`src/rtl/deserializer.sv`:
```
// deserializer: rebuilds WIDTH-bit words from an LSB-first serial stream,
//   aligning on a comma pattern and strobing one word every WIDTH clocks.
// Latency: a word's last bit is sampled at edge k; O/valid update at edge k+1.
// Backpressure: none; the consumer must take every valid strobe.
//
// Ports:
//   clk    - clock, all inputs sampled on the rising edge
//   reset  - asynchronous, active-high reset
//   I      - serial data, one bit per clock, LSB of each word first
//   O      - recovered word, held between strobes
//   valid  - one-cycle strobe, O holds a new word
//   locked - word alignment established
//
// Optional feature macro: DESERIALIZER_COMMA_STRIP_EN
//   When defined, comma words refresh O but never raise valid (both the
//   locking comma and boundary commas). Alignment and lock tracking are
//   unchanged.

module deserializer #(
    parameter int              WIDTH      = 10,
    parameter logic [WIDTH-1:0] COMMA     = 10'b0011111010,
    parameter int              MISS_LIMIT = 3
) (
    input  logic             clk,
    input  logic             reset,
    input  logic             I,
    output logic [WIDTH-1:0] O,
    output logic             valid,
    output logic             locked
);

    localparam int CW = $clog2(WIDTH);

    typedef enum logic {
        ST_HUNT   = 1'b0,
        ST_LOCKED = 1'b1
    } state_t;

    state_t           r_state;
    logic [WIDTH-1:0] r_sreg;
    logic [CW-1:0]    r_cnt;
    logic [3:0]       r_miss;

    logic             w_match;
    logic             w_boundary;
    logic [3:0]       w_miss_next;
    logic             w_miss_hit;
    logic             w_strobe_ok;

    // Comparison is on the registered window, so a word completed at edge k
    // is acted on at edge k+1.
    assign w_match     = (r_sreg == COMMA);
    assign w_boundary  = (r_cnt == CW'(WIDTH - 1));
    assign w_miss_next = r_miss + 4'd1;
    assign w_miss_hit  = (w_miss_next == 4'(MISS_LIMIT));

`ifdef DESERIALIZER_COMMA_STRIP_EN
    // Comma words are alignment filler; hide them from the consumer.
    assign w_strobe_ok = ~w_match;
`else
    assign w_strobe_ok = 1'b1;
`endif

    always_ff @(posedge clk or posedge reset) begin
        if (reset) begin
            r_state <= ST_HUNT;
            r_sreg  <= '0;
            r_cnt   <= '0;
            r_miss  <= '0;
            O       <= '0;
            valid   <= 1'b0;
            locked  <= 1'b0;
        end else begin
            // Newest bit enters at the MSB so an LSB-first word lands in order.
            r_sreg <= {I, r_sreg[WIDTH-1:1]};

            case (r_state)
                ST_HUNT: begin
                    r_cnt <= '0;
                    if (w_match) begin
                        O       <= r_sreg;
                        valid   <= w_strobe_ok;
                        r_miss  <= '0;
                        r_state <= ST_LOCKED;
                        locked  <= 1'b1;
                    end else begin
                        valid <= 1'b0;
                    end
                end

                ST_LOCKED: begin
                    if (w_boundary) begin
                        r_cnt <= '0;
                        O     <= r_sreg;
                        valid <= w_strobe_ok;
                        // Non-comma boundary words leave the miss count alone.
                        if (w_match) begin
                            r_miss <= '0;
                        end
                    end else begin
                        r_cnt <= r_cnt + CW'(1);
                        valid <= 1'b0;
                        if (w_match) begin
                            if (w_miss_hit) begin
                                // Drop lock; this comma is not reused for
                                // relock, the next sighting in HUNT is.
                                r_state <= ST_HUNT;
                                locked  <= 1'b0;
                                r_miss  <= '0;
                                r_cnt   <= '0;
                            end else begin
                                r_miss <= w_miss_next;
                            end
                        end
                    end
                end

                default: begin
                    r_state <= ST_HUNT;
                    r_cnt   <= '0;
                    valid   <= 1'b0;
                    locked  <= 1'b0;
                end
            endcase
        end
    end

endmodule

```
`config.mk`:
```
export PLATFORM = sky130hd
export DESIGN_NAME = deserializer
export DESIGN_NICKNAME = d
export VERILOG_FILES = /design/src/rtl/deserializer.sv
export SDC_FILE = /design/constraint.sdc
export NUM_CORES = 1
export LEC_CHECK = 0
export ABC_AREA = 1
export CORE_MARGIN = 3
export CORE_UTILIZATION = 58
export DETAILED_ROUTE_END_ITERATION = 16
export GPL_TIMING_DRIVEN = 0
export PLACE_DENSITY = 0.86
export SYNTH_ARGS = -nofsm -noshare
export SYNTH_HDL_FRONTEND = slang
export SYNTH_SLANG_ARGS = --single-unit
```
`constraint.sdc`:
```
create_clock -name clk -period 2 [get_ports clk]
set_input_delay 0.4 -clock clk [delete_from_list [all_inputs] [get_ports clk]]
set_output_delay 0.4 -clock clk [all_outputs]
set_load 0.05 [all_outputs]
```
==> results.ini, run 1 <==
[status]
run_status=finished clean

[place]
numPortBuffers=14
hpwl_um=1800
place_ws_ns=0.234
place_congestion=0.848
placed_cells=191
postPlaceCellArea_sq_um=1500

[critical_path]
worstSetupPathType=flop to primary output
cp.depth=1
crit_family=buffers and inverters
crit_buf_inv=1
cp-end-kind=primary output
path_cells=clkdlybuf4s50_1
arrival_ns=1.50
cp_slowest_stage_delay_ns=0.81
slowest_stage=clkdlybuf4s50_1
startpoint_type=flop
path_max_fanout=2
r2r_cells=8
worst_ep_required_time_ns=1.60

[timing]
grt_setup_unrepaired=no
clock.fmax_mhz=526
hold_violations=0
whs_ns=0.413
timing.slew.headroom=0.264
fin_worst_skew_ns=0.0110
finalMaxSlewViolations=0
timing.final.crit_period_ns=1.90
fin_crit_sh=0.950
setup_ws_ns=0.0990
worst_slew_pin_slew_ns=1.10
setup_viol=0
setup_tns_ns=0

[cts]
post_cts_buffers=0
cts-resized-gates=0
cts_max_path_buffers=2
htreeDepth=2
path_clk_slew_ns=0.09
cts_tree=yes
ctsHoldBuffers=0
root_buffer=clkbuf_4
clkSinkCount=31
numCtsBuffers=5
insertion_delay_ns=0.32

[global_route]
antenna_found_initial=0
grt_pass1_wl_um=4330
grt_max_degree=32
grt_use_total=0.217
grt-ovfl-total=0
grt_pass1_vias=998

[power]
ir_drop_mv=0.641
powerDensity_nw_per_um2=697
fin_total_pwr_mw=1.08
cellLeakagePower_nw=0.802

[die]
rows=16
io_pins=15
design.core.area_sq_um=2060
fp.dieH_um=53.8
start_util=0.643
die-area_sq_um=2890
die_w_um=53.8

[finish]
fin_nets=178
area_growth_pct=17.4
final_cell_area_sq_um=1560
drive_above_1_share=0.0702
fillers=157
utilization=0.754
diodes=0
stdcell_count=198

[synth]
yosysUniqueCellTypes=16
yosys.area.top_type=dfrtp_1
syn_avg_cell_area_sq_um=8.83
synth_seq_area_share=0.585
synthCells=150
synth.top_cell.area_share=0.585
synthTopCellsByArea=dfrtp_1 59%, nand2_1 14%, nand3_1 7.6%
ys_warn_count=0
syn_nets=157
ys_seq_elements=31
syn_area_sq_um=1330

[drt]
post_drt_wl_per_cell_um=12.2
drtAntennaViolNets=0
routed_via_density=5.30
dr.pass1.iters=4
routed_wl_um=2420
vias=1050
drc=0
drtIter0Drc=18

[min_path]
worst_hold_path.num_cells=0
holdCritPathClass=flop to flop

[flow_run]
maxCapViolations=0

## logic make-up (layout without fill, tap and decap cells)
family,count (synthesis),in the layout,share of synthesized area
simple gates,90,90,0.289
flops,31,31,0.585
buf+inv,21,42,0.0670
fa+ha+maj,4,4,0.0378
compound gates,2,2,0.00755
xor+xnor,2,2,0.0132
## placed cells by master (no fill, tap or decap), types with 2 or more instances in the layout
master            n
nand4_1           3
clkdlybuf4s50_1  14
nand2_1          49
nand3_1          20
clkbuf_4          5
dfrtp_1          31
nor2_1           15
ha_1              4
buf_2             2
inv_1            18
## registers in the layout (all words and copies together), names as in the netlist
register / count
O: 10
r_sreg: 10
r_cnt: 4
r_miss: 4
locked: 1
r_state: 1
valid: 1
## per-layer routing
layer,track usage,vias up,routed length [um]
met1,0.262,507,1090
met2,0.353,25,1170
met4,0.115,0,50
met3,0.0582,7,106
li1,-,511,-
met5,0,-,0
## power breakdown
group | internal [mW] | switching, mW | total, mW
registers | 0.644 | 0.0150 | 0.659
logic | 0.0207 | 0.0470 | 0.0678
clock network | 0.163 | 0.194 | 0.357
## Yosys cell counts
master and instances:
xnor2_1 1, dfrtp_1 31, o21ai_0 1, buf_6 1, o21ai_1 1, and2_1 1, inv_1 18, nand2_1 49
xor2_1 1, nor2_1 15, nand4_1 3, nor2_2 1, buf_2 2, ha_1 4, nor2_4 1, nand3_1 20
## final cells by class
class,count,area (sq um),share of cell area
Buffer,3,21.3,0.0137
Clock buffer,6,51.3,0.0330
Clock inverter,1,5.00,0.00322
Inverter,18,67.6,0.0434
Multi-Input combinational cell,98,460,0.296
Sequential cell,31,776,0.499
Tap cell,27,33.8,0.0217
Timing Repair Buffer,14,140,0.0901
## worst paths after layout
check / start / endpoint / slack (ns)
max in group asynchronous: reset / locked / 0.68
worst max-delay path: O[5] / O[5] / 0.1
worst max register to register: r_cnt[0] / r_miss[0] / 0.57
worst min-delay path: r_sreg[5] / r_sreg[4] / 0.41
min in group asynchronous: reset / r_sreg[4] / 0.65
worst min register to register: r_sreg[5] / r_sreg[4] / 0.41
No activity file was read; power rests on OpenSTA's default activity.
==> inputs of run 2 (changes only) <==
--- a/config.mk
+++ b/config.mk
@@ -10,6 +10,7 @@
 export CORE_UTILIZATION = 58
 export DETAILED_ROUTE_END_ITERATION = 16
 export GPL_TIMING_DRIVEN = 0
+export MAX_ROUTING_LAYER = met4
 export PLACE_DENSITY = 0.86
 export SYNTH_ARGS = -nofsm -noshare
 export SYNTH_HDL_FRONTEND = slang
==> run 2 against run 1 <==
  * Combinational power is essentially flat
  * Fmax about the same
  * Via count is 0.19% lower
  * Total power barely moved
  * Critical path depth unchanged
==> results.ini, run 2 (synthesized netlist as in run 1, its figures left out) <==
[flow_run]
maxCapViolations=0

[cts]
post_cts_buffers=0
path_clk_slew_ns=0.09
insertion_delay_ns=0.32
numCtsBuffers=5
cts-resized-gates=0
cts_max_path_buffers=2
cts_tree=yes
ctsHoldBuffers=0
root_buffer=clkbuf_4
clkSinkCount=31
htreeDepth=2

[finish]
final_cell_mix=49 x nand2_1, 31 x dfrtp_1, 20 x nand3_1
drive_above_1_share=0.0702
multi_input_area_sq_um=460
top_regs=O (10), r_sreg (10)
utilization=0.754
fillers=157
area_growth_pct=17.4
diodes=0
fin_nets=178
seqCellArea_sq_um=776
final_common_cell=nand2_1

[die]
design.core.area_sq_um=2060
io_pins=15
die-area_sq_um=2890
die_w_um=53.8
rows=16
fp.dieH_um=53.8
start_util=0.643

[critical_path]
arrival_ns=1.50
slowest_stage=clkdlybuf4s50_1
path_max_fanout=2
cp_slowest_stage_delay_ns=0.81
crit_buf_inv=1
startpoint_type=flop
path_cells=clkdlybuf4s50_1
worst_ep_required_time_ns=1.60
worstSetupPathType=flop to primary output
cp-end-kind=primary output
crit_family=buffers and inverters

[power]
powerDensity_nw_per_um2=696
ir_drop_mv=0.640
cellLeakagePower_nw=0.802
fin_total_pwr_mw=1.08

[timing]
timing.slew.headroom=0.264
clock.fmax_mhz=527
worst_slew_pin_slew_ns=1.10
finalMaxSlewViolations=0
grt_setup_unrepaired=no
timing.final.crit_period_ns=1.90
hold_violations=0
fin_crit_sh=0.950
fin_worst_skew_ns=0.0110
setup_tns_ns=0
setup_viol=0

[global_route]
grt_pass1_wl_um=4340
grt_max_degree=32
grt_pass1_vias=997
grt-ovfl-total=0
grt_use_total=0.224
antenna_found_initial=0

[drt]
drc=0
post_drt_wl_per_cell_um=12.2
drtIter0Drc=16
vias=1048
dr.pass1.iters=4
routed_via_density=5.29
routed_wl_um=2420
drtAntennaViolNets=0

[min_path]
holdCritPathClass=flop to flop

[status]
run_status=finished clean

[place]
numPortBuffers=14
hpwl_um=1800
place_congestion=0.862

[run 2: where the power goes]
part	switching [mW]	internal [mW]	leakage [nW]
registers	0.0150	0.644	0.409
logic	0.0471	0.0207	0.359
clock network	0.193	0.163	0.0341
total	0.255	0.827	0.802
[run 2: worst paths after layout]
path | end | cells past startpoint | slack (ns) | startpoint
worst min-delay path | r_sreg[4] | 0 | 0.41 | r_sreg[5]
worst max-delay path | O[5] | 1 | 0.10 | O[5]
max in group asynchronous | locked | 2 | 0.68 | reset
worst min register to register | r_sreg[4] | 0 | 0.41 | r_sreg[5]
min in group asynchronous | r_sreg[4] | 2 | 0.65 | reset
worst max register to register | r_miss[0] | 8 | 0.57 | r_cnt[0]
[run 2: worst register-to-register path, stage by stage (launching register included)]
cell and delay, ns:
dfrtp_1 0.42, ha_1 0.22, nand2_1 0.05, nor2_1 0.05
nor2_1 0.21, inv_1 0.07, nor2_1 0.17, nand3_1 0.10
nand2_1 0.07
[run 2: per-stage QoR]
step / cell area (sq um) / std cells / hold slack, ns / worst slack, ns
after global placement: 1500 / 191 / 0.384 / 0.272
final: 1560 / 198 / 0.413 / 0.101
after global routing: 1560 / 198 / 0.438 / 0.0499
after floorplan: 1330 / 150 / 0.374 / 0.801
after CTS: 1560 / 198 / 0.420 / 0.0759
after detailed placement: 1500 / 191 / 0.400 / 0.234
[run 2: cell type report]
| type | count | share of cell area |
|---|---|---|
| sequential | 31 | 0.499 |
| multi-input combinational | 98 | 0.296 |
| timing repair buffer | 14 | 0.0901 |
| inverter | 18 | 0.0434 |
| clock buffer | 6 | 0.0330 |
| tap | 27 | 0.0217 |
| buffer | 3 | 0.0137 |
| clock inverter | 1 | 0.00322 |
[run 2: routing by layer]
metal / GRT usage / up-vias / part of all wire
met1: 0.262 / 505 / 0.45
li1: - / 510 / -
met3: 0.0665 / 8 / 0.046
met5: - / - / 0
met2: 0.353 / 25 / 0.49
met4: 0.102 / 0 / 0.017
